===== config.mk =====
export PLATFORM = sky130hd
export DESIGN_NAME = rtc_switch_conditioner_flat
export DESIGN_NICKNAME = d
export VERILOG_FILES = /design/src/rtl/rtc_switch_conditioner_if.sv /design/src/rtl/rtc_switch_conditioner.sv /design/src/flat_wrapper.sv
export SDC_FILE = /design/constraint.sdc
export NUM_CORES = 1
export LEC_CHECK = 0
export ABC_AREA = 1
export BUFFER_PORTS_ARGS = -buffer_cell sky130_fd_sc_hd__buf_2
export CAP_MARGIN = 40
export CORE_MARGIN = 1
export CORE_UTILIZATION = 51
export DETAILED_ROUTE_END_ITERATION = 10
export GPL_TIMING_DRIVEN = 0
export PLACE_DENSITY = 0.78
export SETUP_SLACK_MARGIN = 0.4
export SLEW_MARGIN = 20
export SYNTH_ARGS = -nofsm -noshare
export SYNTH_HDL_FRONTEND = slang
export SYNTH_SLANG_ARGS = --single-unit

===== constraint.sdc =====
create_clock -name clk -period 4.4 [get_ports clk]
set_input_delay 0.22 -clock clk [delete_from_list [all_inputs] [get_ports clk]]
set_output_delay 0.22 -clock clk [all_outputs]
set_load 0.03 [all_outputs]

===== src/rtl/rtc_switch_conditioner_if.sv =====
// Board-side bundle for rtc_switch_conditioner: four raw buttons in, four mode requests plus lock out.
// master = switch/board side (drives buttons), slave = conditioner (drives requests).
interface rtc_switch_conditioner_if;
    logic btn_fecha_i;
    logic btn_hora_i;
    logic btn_timer_i;
    logic btn_stop_i;
    logic s0_o;
    logic s1_o;
    logic s2_o;
    logic stop_o;
    logic lock_o;

    modport master (
        output btn_fecha_i, btn_hora_i, btn_timer_i, btn_stop_i,
        input  s0_o, s1_o, s2_o, stop_o, lock_o
    );

    modport slave (
        input  btn_fecha_i, btn_hora_i, btn_timer_i, btn_stop_i,
        output s0_o, s1_o, s2_o, stop_o, lock_o
    );
endinterface


===== src/rtl/rtc_switch_conditioner.sv =====
// Conditions the four RTC buttons into mutually exclusive mode requests: 2-FF sync, debounce, grant arbiter.
// Optional macro SW_TOGGLE_EN: a debounced press toggles its request instead of following the level.
module rtc_switch_conditioner #(
    parameter int DEBOUNCE_CYCLES = 1000000,
    parameter int CNT_W           = 20
) (
    input  logic                          clk,
    input  logic                          reset,
    rtc_switch_conditioner_if.slave       sw
);

    localparam int                NCH      = 4;
    localparam logic [CNT_W-1:0]  CNT_LAST = CNT_W'(DEBOUNCE_CYCLES - 1);
    localparam logic [NCH-1:0]    LSB_ONE  = NCH'(1);

    typedef enum logic [1:0] {
        ST_IDLE  = 2'b00,
        ST_GRANT = 2'b01,
        ST_REARM = 2'b10
    } state_e;

    // Channel index doubles as priority: 0 = fecha (highest) .. 3 = stop (lowest).
    logic [NCH-1:0] raw;
    assign raw = {sw.btn_stop_i, sw.btn_timer_i, sw.btn_hora_i, sw.btn_fecha_i};

    logic [NCH-1:0] sync1_q, sync1_d;
    logic [NCH-1:0] sync2_q, sync2_d;
    logic [NCH-1:0] deb_q,   deb_d;
    logic [CNT_W-1:0] cnt_q [NCH];
    logic [CNT_W-1:0] cnt_d [NCH];

    state_e         state_q, state_d;
    logic [1:0]     gnt_q,   gnt_d;
    logic [NCH-1:0] out_q,   out_d;
    logic [NCH-1:0] req;

    always_comb begin
        sync1_d = raw;
        sync2_d = sync1_q;
    end

    // deb flips only after DEBOUNCE_CYCLES consecutive disagreeing cycles; any agreement restarts.
    always_comb begin
        // NOTE: every comb output gets a default before any branch, so no path can infer a latch.
        deb_d = deb_q;
        for (int i = 0; i < NCH; i++) begin
            cnt_d[i] = '0;
            if (sync2_q[i] != deb_q[i]) begin
                if (cnt_q[i] == CNT_LAST) begin
                    deb_d[i] = sync2_q[i];
                end else begin
                    cnt_d[i] = cnt_q[i] + 1'b1;
                end
            end
        end
    end

`ifdef SW_TOGGLE_EN
    logic [NCH-1:0] tog_q, tog_d;
    logic           grant_event;

    // A grant issue or release wipes every other channel's toggle so nothing stale requests later.
    always_comb begin
        grant_event = ((state_q == ST_IDLE)  && (state_d == ST_GRANT)) ||
                      ((state_q == ST_GRANT) && (state_d == ST_REARM));
        tog_d = tog_q ^ (deb_d & ~deb_q);
        if (grant_event) begin
            tog_d = tog_d & (LSB_ONE << gnt_d);
        end
    end

    always_ff @(posedge clk or posedge reset) begin
        if (reset) begin
            tog_q <= '0;
        end else begin
            tog_q <= tog_d;
        end
    end

    assign req = tog_q;
`else
    assign req = deb_q;
`endif

    always_comb begin
        state_d = state_q;
        gnt_d   = gnt_q;
        case (state_q)
            ST_IDLE: begin
                if (|req) begin
                    state_d = ST_GRANT;
                    if (req[0])      gnt_d = 2'd0;
                    else if (req[1]) gnt_d = 2'd1;
                    else if (req[2]) gnt_d = 2'd2;
                    else             gnt_d = 2'd3;
                end
            end
            ST_GRANT: begin
                if (!req[gnt_q]) begin
                    state_d = ST_REARM;
                end
            end
            ST_REARM: begin
                // Waits on the raw debounced levels so a held button must be released first.
                if (deb_q == '0) begin
                    state_d = ST_IDLE;
                end
            end
            default: begin
                state_d = ST_IDLE;
                gnt_d   = '0;
            end
        endcase
        out_d = (state_d == ST_GRANT) ? (LSB_ONE << gnt_d) : '0;
    end

    // NOTE: counters and all state reset asynchronously so a reset mid-grant drops outputs at once.
    always_ff @(posedge clk or posedge reset) begin
        if (reset) begin
            sync1_q <= '0;
            sync2_q <= '0;
            deb_q   <= '0;
            for (int i = 0; i < NCH; i++) begin
                cnt_q[i] <= '0;
            end
            state_q <= ST_IDLE;
            gnt_q   <= '0;
            out_q   <= '0;
        end else begin
            sync1_q <= sync1_d;
            sync2_q <= sync2_d;
            deb_q   <= deb_d;
            for (int i = 0; i < NCH; i++) begin
                cnt_q[i] <= cnt_d[i];
            end
            state_q <= state_d;
            gnt_q   <= gnt_d;
            out_q   <= out_d;
        end
    end

    assign sw.s0_o   = out_q[0];
    assign sw.s1_o   = out_q[1];
    assign sw.s2_o   = out_q[2];
    assign sw.stop_o = out_q[3];
    assign sw.lock_o = (state_q == ST_GRANT) || (state_q == ST_REARM);

endmodule


===== src/flat_wrapper.sv =====
// flat-port wrapper written by rule: the top's interface ports become plain ports
module rtc_switch_conditioner_flat 
#(
    parameter int DEBOUNCE_CYCLES = 1000000,
    parameter int CNT_W           = 20
)
  (clk, reset, sw_btn_fecha_i, sw_btn_hora_i, sw_btn_timer_i, sw_btn_stop_i, sw_s0_o, sw_s1_o, sw_s2_o, sw_stop_o, sw_lock_o);
  rtc_switch_conditioner_if sw_i ();
  input  logic clk;
  input  logic reset;
  input wire logic [$bits(sw_i.btn_fecha_i)-1:0] sw_btn_fecha_i;
  input wire logic [$bits(sw_i.btn_hora_i)-1:0] sw_btn_hora_i;
  input wire logic [$bits(sw_i.btn_timer_i)-1:0] sw_btn_timer_i;
  input wire logic [$bits(sw_i.btn_stop_i)-1:0] sw_btn_stop_i;
  output wire logic [$bits(sw_i.s0_o)-1:0] sw_s0_o;
  output wire logic [$bits(sw_i.s1_o)-1:0] sw_s1_o;
  output wire logic [$bits(sw_i.s2_o)-1:0] sw_s2_o;
  output wire logic [$bits(sw_i.stop_o)-1:0] sw_stop_o;
  output wire logic [$bits(sw_i.lock_o)-1:0] sw_lock_o;
  assign sw_i.btn_fecha_i = sw_btn_fecha_i;
  assign sw_i.btn_hora_i = sw_btn_hora_i;
  assign sw_i.btn_timer_i = sw_btn_timer_i;
  assign sw_i.btn_stop_i = sw_btn_stop_i;
  assign sw_s0_o = sw_i.s0_o;
  assign sw_s1_o = sw_i.s1_o;
  assign sw_s2_o = sw_i.s2_o;
  assign sw_stop_o = sw_i.stop_o;
  assign sw_lock_o = sw_i.lock_o;
  rtc_switch_conditioner #(.DEBOUNCE_CYCLES(DEBOUNCE_CYCLES), .CNT_W(CNT_W)) u_core (.clk(clk), .reset(reset), .sw(sw_i));
endmodule

Word level (Yosys, flattened, before mapping)
Cells that the tools add are included.
Widths: inputs -> output; s select.
{ "word_totals": {"regBits": 100, "out_inout_bits": 5, "inputBits": 6} }
{ "classes": {"muxes": 20, "n_reduce_logical": 9, "n_eq_ne": 11, "shifts": 1, "addsub": 4, "magnitude_cmp": 1} }
{ "ops": {"columns": ["op", "n"], "rows": [
  ["$mux 20", 8],
  ["$add 20x1->20 const B", 4],
  ["$eq 20x20->1 const B", 4],
  ["$mux 2", 6],
  ["$reduce_and 2->1", 4],
  ["$pmux 2 s3", 1],
  ["$eq 2x1->1 const B", 2],
  ["$logic_not 4->1", 1],
  ["$mux 4", 1],
  ["$ne 1x1->1", 4],
  ["$pmux 2 s2", 1],
  ["$reduce_or 4->1", 1],
  ["$shl 1x2->4 const A", 1],
  ["$lt 2x3->1 const B", 1],
  ["$bmux 1 s2", 1],
  ["$eq 2x2->1 const B", 1],
  ["$logic_not 2->1", 1],
  ["$mux 1", 2],
  ["$reduce_or 2->1", 1],
  ["$logic_or 1x1->1", 1]
]} }

Logic depth before layout (Yosys ltp)
Gate-level depths: netlist of the first run.
{ "depth": {"ltp_word": 7, "ltp_mapped": 10, "mapped_depth_nobuf": 10} }

Least setup slack after synthesis of the first run
Ideal clock, no wire load.
{ "synth_path": {"path_kind": "register to register", "start": "reg u_core.state_q[0]", "end": "reg u_core.out_q[2]", "n_path_buf": 0, "required_time_ns": 4.328, "arrival_time_ns": 1.502, "setup_ns": 0.072, "slack_ns": 2.826, "synth_period_minus_slack_ns": 1.574, "path_stages_with_launch": 9, "cell_sequence": "dfrtp_1 > inv_1 > ha_1 > inv_1 > o21ai_0 > o21ai_1 > nor2_2 > nand2_1 > nor2_1"} }
{ "synth_between": {"elab_chain_cells": 5} }
{ "synth_rtl": {"columns": ["element", "line", "text"], "rows": [
  ["start, declared", "rtc_switch_conditioner.sv:32", "state_e state_q, state_d;"],
  ["start signal, assigned", "rtc_switch_conditioner.sv:136", "state_q <= state_d;"],
  ["$eq 2x2->1 / $eq 2x1->1 (equally long branches)", "rtc_switch_conditioner.sv:88", "case (state_q)"],
  ["$reduce_or 2->1 (no line)", null, null],
  ["$pmux 2 s2 (*)", "rtc_switch_conditioner.sv:88", null],
  ["net u_core.gnt_d[1]", "rtc_switch_conditioner.sv:33", "logic [1:0] gnt_q, gnt_d;"],
  ["$shl 1x2->4 (*)", "rtc_switch_conditioner.sv:114", "out_d = (state_d == ST_GRANT) ? (LSB_ONE << gnt_d) : '0;"],
  ["$mux 4 (*)", "rtc_switch_conditioner.sv:114", null],
  ["net u_core.out_d[2]", "rtc_switch_conditioner.sv:34", "logic [NCH-1:0] out_q, out_d;"],
  ["end signal, assigned", "rtc_switch_conditioner.sv:138", "out_q <= out_d;"],
  ["end, declared", "rtc_switch_conditioner.sv:34", null]
]} }
The timed path passes the listed nets; every way through them passes the cells marked *.
A chain may end at the register's enable or synchronous reset.

Final worst setup path of the first run
{ "layout_path": {"start": "reg u_core.state_q[0]", "end": "out sw_lock_o"} }
{ "layout_between": {"elab_chain_cells": 2} }
{ "layout_rtl": {"columns": ["element", "line", "text"], "rows": [
  ["$eq 2x1->1 / $eq 2x2->1 (equally long branches)", "rtc_switch_conditioner.sv:146", "assign sw.lock_o = (state_q == ST_GRANT) || (state_q == ST_REARM);"],
  ["$logic_or 1x1->1 (*)", "rtc_switch_conditioner.sv:146", null],
  ["end, declared", "flat_wrapper.sv:19", "output wire logic [$bits(sw_i.lock_o)-1:0] sw_lock_o;"]
]} }
Every way passes the cells marked *; elsewhere a longest branch is shown, timed or not.

==> metrics, run 1 <==
syn nets=668; antenna violations before repair=0; fin nets=695; FF+latch count, synth=100; Rows=36; Setup Skew=0.0113 ns; gr ovfl total=0; TritonCTS buffer count=9; Synth Area in XOR/XNOR=6.74%; vias in the first global route=4,220; RSZ-0062 raised after global routing=no; via count=4,190; area share of fa/ha/maj cells after synthesis=1.89%; largest family of logic cells by synthesized area=simple AND/OR/NAND/NOR gates; post-synth cell types=30; post-DR wirelength/cell=12.2 µm; Least-Margin Pin Slew=0.398 ns; H-tree depth=3; router iterations before antenna repair=4; status=complete, no violations; pin count of the biggest net entering global routing=76; sequential share of the synthesized area=47.3%; Worst Path Required=4.18 ns; via/cell ratio=5.12; Peak Freq=602 MHz; core area=9910 µm²; Synth Area in Compound Gates=3.50%; Root Buffer=clkbuf_8; wirelength, routed=10,000 µm; chip height=104 µm; Buffers on Ports=10; DP HPWL=7280 µm; Arrival @ worst endpoint=1.44 ns; critical path capture point type=output port; synthesized area per cell=8.09 µm²; Gate Count Post-Synth=654; Rel. slew slack=73.4%; FILL cells=872; CP max-delay cell=dfrtp_1; endpoints failing setup=0; Yosys top cell area share=47.3%; CP max stage delay=0.46 ns; TNS Setup=0 ns; Layout area overhead=9.43%; first-pass GRT wire length=18,200 µm; die footprint=10,800 µm²; layout cells sized above 1=12.2%; Worst-path clk slew=0.10 ns; placed cell area=5540 µm²; worst-skew pair later-pin latency=0.37 ns; Clock Tree Buf Depth=2; PD cells=278 nW/µm²; max_cap viols=0; TritonCTS clock tree=done; synthesized area=5290 µm²; Antenna Nets Post-Route=0; top post-synthesis cells by area=dfrtp_1 (47%), nor2_1 (9.0%), nand2_1 (8.4%); Period minus WS final=1.66 ns; Post-Synth Simple-Gate Area=33.7%; final core occ=58.5%; HP Class=in2async; Cell Chain, Critical Path=inv_1, ha_1, buf_2; num ports=11; post-synthesis mux area share=0%; CP Class=reg2out; 1st-iter DRT viols=168; Total GRT Usage=20.4%; Hold Fails Final Rpt=0; routability cong.=0.859; final instance area=5790 µm²; Initial Util=53.4%; Max VDD drop=0.147 mV; Post-CTS Resized=0; Critical Path Start Type=flip-flop; CP max FO=6; # DRC=0; Max Slew Vio Count=0; Diodes inserted=0; fin crit share=37.8%; CTS sink cnt=100; Synthesis Warnings=0; Die Wd=104 µm; leading area contributor after synthesis=dfrtp_1; Leak Pwr=2.56 nW
==> worst paths after layout <==
kind                                   startpoint  slack [ns]  depth (start not counted)           endpoint
worst max-delay path            u_core.state_q[0]        2.74                          3          sw_lock_o
worst min-delay path                        reset        0.34                          3   u_core.cnt_q[58]
worst max register to register  u_core.state_q[0]        2.75                          8    u_core.out_q[2]
worst min register to register  u_core.sync1_q[0]        0.35                          0  u_core.sync2_q[0]
max in group asynchronous                   reset        3.43                          4    u_core.cnt_q[0]
min in group clk                u_core.sync1_q[0]        0.35                          0  u_core.sync2_q[0]
==> state kept, by name (all words and copies together), names as in the netlist <==
name / flops
u_core.cnt_q: 80
u_core.gnt_q: 2
u_core.deb_q: 4
u_core.sync1_q: 4
u_core.sync2_q: 4
u_core.state_q: 2
u_core.out_q: 4
==> per-stage QoR <==
step	hold slack (ns)	instances	worst slack, ns	total power [W]
global route	0.355	819	2.59	0.00168
CTS	0.347	819	2.74	0.00163
finish	0.338	819	2.74	0.00161
detailed placement	0.198	798	2.81	0.00102
floorplan	0.251	654	1.56	0.00100
global placement	0.327	797	0.505	0.00102
==> worst max-delay path: cells and delay by family (launching register included) <==
family | cells | cell delay (ns)
buffers and inverters | 2 | 0.31
adders and majority gates | 1 | 0.31
DFF | 1 | 0.46
==> cells in the final DEF (no fill, tap or decap), types with 16 or more instances in the layout <==
cell type / instances
dfrtp_1: 100
nand3_1: 34
inv_1: 88
nor2_2: 16
nand4_1: 20
nor3_1: 25
nor2_1: 127
nand2_1: 119
a21oi_1: 19
xor2_1: 31
==> layout make-up <==
type	instances	area [µm²]	area share, %
buffer	1	5.00	0.0864
clock buffer	10	128	2.20
clock inverter	6	72.6	1.25
inverter	96	365	6.31
multi-input combinational	457	2430	41.9
sequential	100	2500	43.2
tap	133	166	2.87
timing repair buffer	16	128	2.20
==> where the power goes <==
| part | internal [W] | switching [W] | total (W) |
|---|---|---|---|
| clock network | 0.000269 | 0.000332 | 0.000602 |
| registers | 0.000931 | 0.00000966 | 0.000941 |
| logic | 0.0000210 | 0.0000450 | 0.0000660 |
| total | 0.00122 | 0.000387 | 0.00161 |
==> synthesized netlist by cell type (all sizes together) <==
cell,n
a41oi,1
nand3b,1
xnor2,6
a31oi,2
inv,96
nand4,21
o22ai,1
ha,8
and3,3
nand2,126
nor3,33
o21bai,1
buf,1
dfrtp,100
o21ai,11
xor2,33
nand3,45
nor2,146
a21oi,19
==> per-layer routing <==
metal  global-route usage (%)  part of all wire [%]  vias to the layer above  wire length (µm)
met5                        0                     0                        -                 0
met4                     7.76                   1.9                        0               192
met3                     3.45                   3.2                       19               316
met2                     34.8                    48                       69              4830
met1                     26.1                    47                     1990              4690
li1                         -                     -                     2112                 -
==> repair_timing <==
| action | CTS | global route |
|---|---|---|
| endpoints found under the hold margin | 29 | 0 |
| setup endpoints to repair | 0 | 0 |
| hold buffers | 5 | 0 |
| buffers inserted | 0 | 0 |
==> kinds of logic after synthesis <==
| group | count (synthesis) |
|---|---|
| flops | 100 |
| xor+xnor | 39 |
| fa+ha+maj | 8 |
| simple gates | 375 |
| buf+inv | 97 |
| compound gates | 35 |
(Power assumes the default switching activity.)
==> run 2, diff against run 1 <==
Settings changed: ABC_AREA 1 to 0.
Clock period 4.4 ns to 1.74 ns, I/O delays scaled along.
==> run 2 against run 1 <==
Compared with the run above: the flow now finishes with violations (negative setup slack); sequential share of layout area shrank 7.0 points; wire length grew 39%; die area shrank 7.2%; count of clock-buffer cells in the layout grew 2; clock power grew to 2.8 times the previous value; synthesized area shrank 7.4%; cell count shrank 9.8%; hold slack lost 0.062 ns; sequential power grew to 2.5 times the previous value; critical path depth grew 1; critical path type is now reg2reg; critical endpoint is now u_core.out_q[2]; highest routed layer unchanged.
==> metrics, run 2 <==
WL met1=5290 µm (+13%); flop-to-flop setup slack=-0.39 ns (-3.14 ns); failing checks=negative setup slack; commonest non-fill, non-tap cells in the layout=dfrtp_1 (86), buf_4 (73), nand2_1 (30), xnor2_1 (30), nor2_1 (23); RSZ-0062 raised after global routing=yes; via/cell ratio=5.90 (+15%); Worst-path clk slew=0.10 ns (about the same); chip height=100 µm (-3.7%); Critical Path Start Type=flip-flop; HP Class=in2async; sequential share of the synthesized area=51.0% (+3.8 points); # DRC=0 (unchanged); Max VDD drop=0.565 mV (+280%); vias in the first global route=3,935 (-6.8%); syn nets=498 (-25%); synthesized area per cell=10.1 µm² (+25%); Root Buffer=clkbuf_8; FF-to-FF Start=u_core.deb_q[0]; fin nets=619 (-11%); FILL cells=547 (-37%); Post-synth EDFFs=0 (unchanged); Leak Pwr=2.80 nW (+9.4%); Gate Count Post-Synth=484 (-26%); CTS sink cnt=100 (unchanged); critical path capture point type=flip-flop; H-tree depth=3 (unchanged); number of flip-flops in the largest register=80 (unchanged); die footprint=10,000 µm² (-7.2%); wirelength, routed=13,900 µm (+39%); routability cong.=0.837 (-2.6%); num ports=11 (unchanged); Diodes inserted=0 (unchanged); top post-synthesis cells by area=dfrtp_1 (51%), xnor2_1 (5.4%), nor2_1 (4.5%); router iterations before antenna repair=5 (+1); CP max stage delay=0.57 ns (+0.11 ns); Worst Path Required=1.99 ns (-2.19 ns); fin crit share=122%; TritonCTS buffer count=9 (unchanged); status=complete, but fails checks; Least-Margin Pin Slew=0.523 ns (+0.125 ns); Critical Path Source=u_core.deb_q[0]; sequential cell area=2520 µm² (+0.70%); CP Class=reg2reg; CP max FO=7 (+1); Die Wd=100 µm (-3.7%); Total GRT Usage=24.4% (+4.0 points); most common cell after layout, fill and taps aside=dfrtp_1; gr ovfl total=0 (unchanged); Rows=35 (-2.8%); Max Slew Vio Count=0 (unchanged); pin count of the biggest net entering global routing=32 (-58%); Clock Tree Buf Depth=2 (unchanged); Hold Fails Final Rpt=0 (unchanged); wire length on met2=7430 µm (+54%); Rel. slew slack=65.1% (-8.3 points); asr flop ratio synth=100% (unchanged); first-pass GRT wire length=18,900 µm (+3.6%); post-synth cell types=49 (+63%); Multi-input gate area=2870 µm² (+18%); Cell Chain, Critical Path=or4_4, mux2_4, nand4_1, nor4bb_1; Design Power=0.00443 W (+180%); Buffers on Ports=10 (unchanged); Main synth FF type=dfrtp_1; most flop-heavy register=u_core.cnt_q; endpoints failing setup=67 (+67); Setup Skew=0.0141 ns (+0.00276 ns); PnR worst setup slack=-0.390 ns (-3.13 ns); Arrival @ worst endpoint=2.38 ns (+0.94 ns); antenna violations before repair=0 (unchanged); via count=4,357 (+4.0%); Synthesis Warnings=0 (unchanged); Crit Reg-Reg Endpoint=u_core.out_q[2]; core area=9280 µm² (-6.3%); Period minus WS final=2.13 ns; Setup crit end=u_core.out_q[2]; leading area contributor after synthesis=dfrtp_1; wire length on met3=652 µm (+110%); max_cap viols=0 (unchanged); Initial Util=52.8% (-0.59 points); Antenna Nets Post-Route=0 (unchanged); CP max-delay cell=or4_4; Layout area overhead=42.0%; PD cells=636 nW/µm² (+130%); Peak Freq=469 MHz; post-DR wirelength/cell=18.8 µm (+54%); Yosys top cell area share=51.0% (+3.8 points); worst hold slack=0.276 ns (-0.0620 ns); top layer in use=met4; most frequent cell after synthesis=dfrtp_1; 1st-iter DRT viols=206 (+23%); worst-skew pair later-pin latency=0.39 ns (+0.02 ns); pre-CTS setup slack=-0.386 ns (-3.19 ns); DP HPWL=6370 µm (-12%); synthesized area=4900 µm² (-7.4%); TritonCTS clock tree=done; Post-synth top cells=dfrtp_1 (100), nor2_1 (59), nand2_1 (32), xnor2_1 (30), a21oi_1 (28); FF+latch count, synth=100 (unchanged); R2R depth=4 (-4); layout cells sized above 1=44.9% (+33 points)
[run 2: kinds of logic (layout without fill, tap and decap cells)]
group,after synthesis,count (layout),share of synthesized area (%)
XOR/XNOR,51,51,9.11
buffers and inverters,35,161,3.14
multiplexers,6,6,1.61
flip-flops,100,100,51.0
AO/OA/AOI/OAI,66,66,8.98
adder cells (fa/ha/maj),8,8,2.04
AND/OR/NAND/NOR,218,218,24.1
[run 2: repair_timing]
item | in CTS | in global routing
gates cloned | 3 | 2
setup endpoints to repair | 90 | 90
endpoints found under the hold margin | 26 | 0
pin swaps | 15 | 23
hold buffers | 5 | 0
buffers inserted | 46 | 41
resized for setup | 68 | 95
[run 2: power breakdown]
group | internal, W | leakage, nW | switching, W | total (W)
logic | 0.000163 | 1.34 | 0.000178 | 0.000341
registers | 0.00235 | 1.35 | 0.0000353 | 0.00239
clock network | 0.000861 | 0.112 | 0.000833 | 0.00169
total | 0.00338 | 2.80 | 0.00105 | 0.00443
[run 2: per-layer routing]
metal	track usage (%)	vias up
met5	0	-
li1	-	1955
met1	29.3	2189
met4	9.03	0
met3	6.13	52
met2	42.6	161
[run 2: how the worst min path moves through the flow]
stage                   endpoint  depth (start not counted)      startpoint  slack, ns
2_1_floorplan  u_core.sync1_q[0]                          0  sw_btn_fecha_i       0.12
3_3_place_gp   u_core.sync1_q[1]                          1   sw_btn_hora_i       0.20
3_5_place_dp     u_core.cnt_q[3]                          2           reset       0.15
4_1_cts          u_core.cnt_q[3]                          3           reset       0.28
5_1_grt          u_core.cnt_q[1]                          3           reset       0.31
6_report        u_core.cnt_q[38]                          3           reset       0.28
[run 2: cell type report]
cell class,count,share of cell area [%]
well taps,129,2.32
flip-flops and latches,100,36.2
repair buffers,110,13.7
inverters,21,1.19
plain buffers,14,2.28
multi-input cells,349,41.2
clock inverters,4,1.11
clock buffers,12,2.08
[run 2: per-stage QoR]
stage | cells | setup TNS, ns | instance area, µm² | util [%]
finish | 739 | -11.60 | 6960 | 75.0
detailed placement | 626 | -15.03 | 5420 | 58.3
global placement | 623 | -27.63 | 5350 | 57.6
floorplan | 484 | -4.42 | 5140 | -
CTS | 696 | -5.46 | 6320 | 68.1
global route | 739 | -15.35 | 6960 | 75.0
[run 2: worst max-delay path: cells and delay by family, from the launching register on]
kind          cells  cell delay [ns]
simple gates      3             1.27
flops             1             0.49
mux               1             0.24
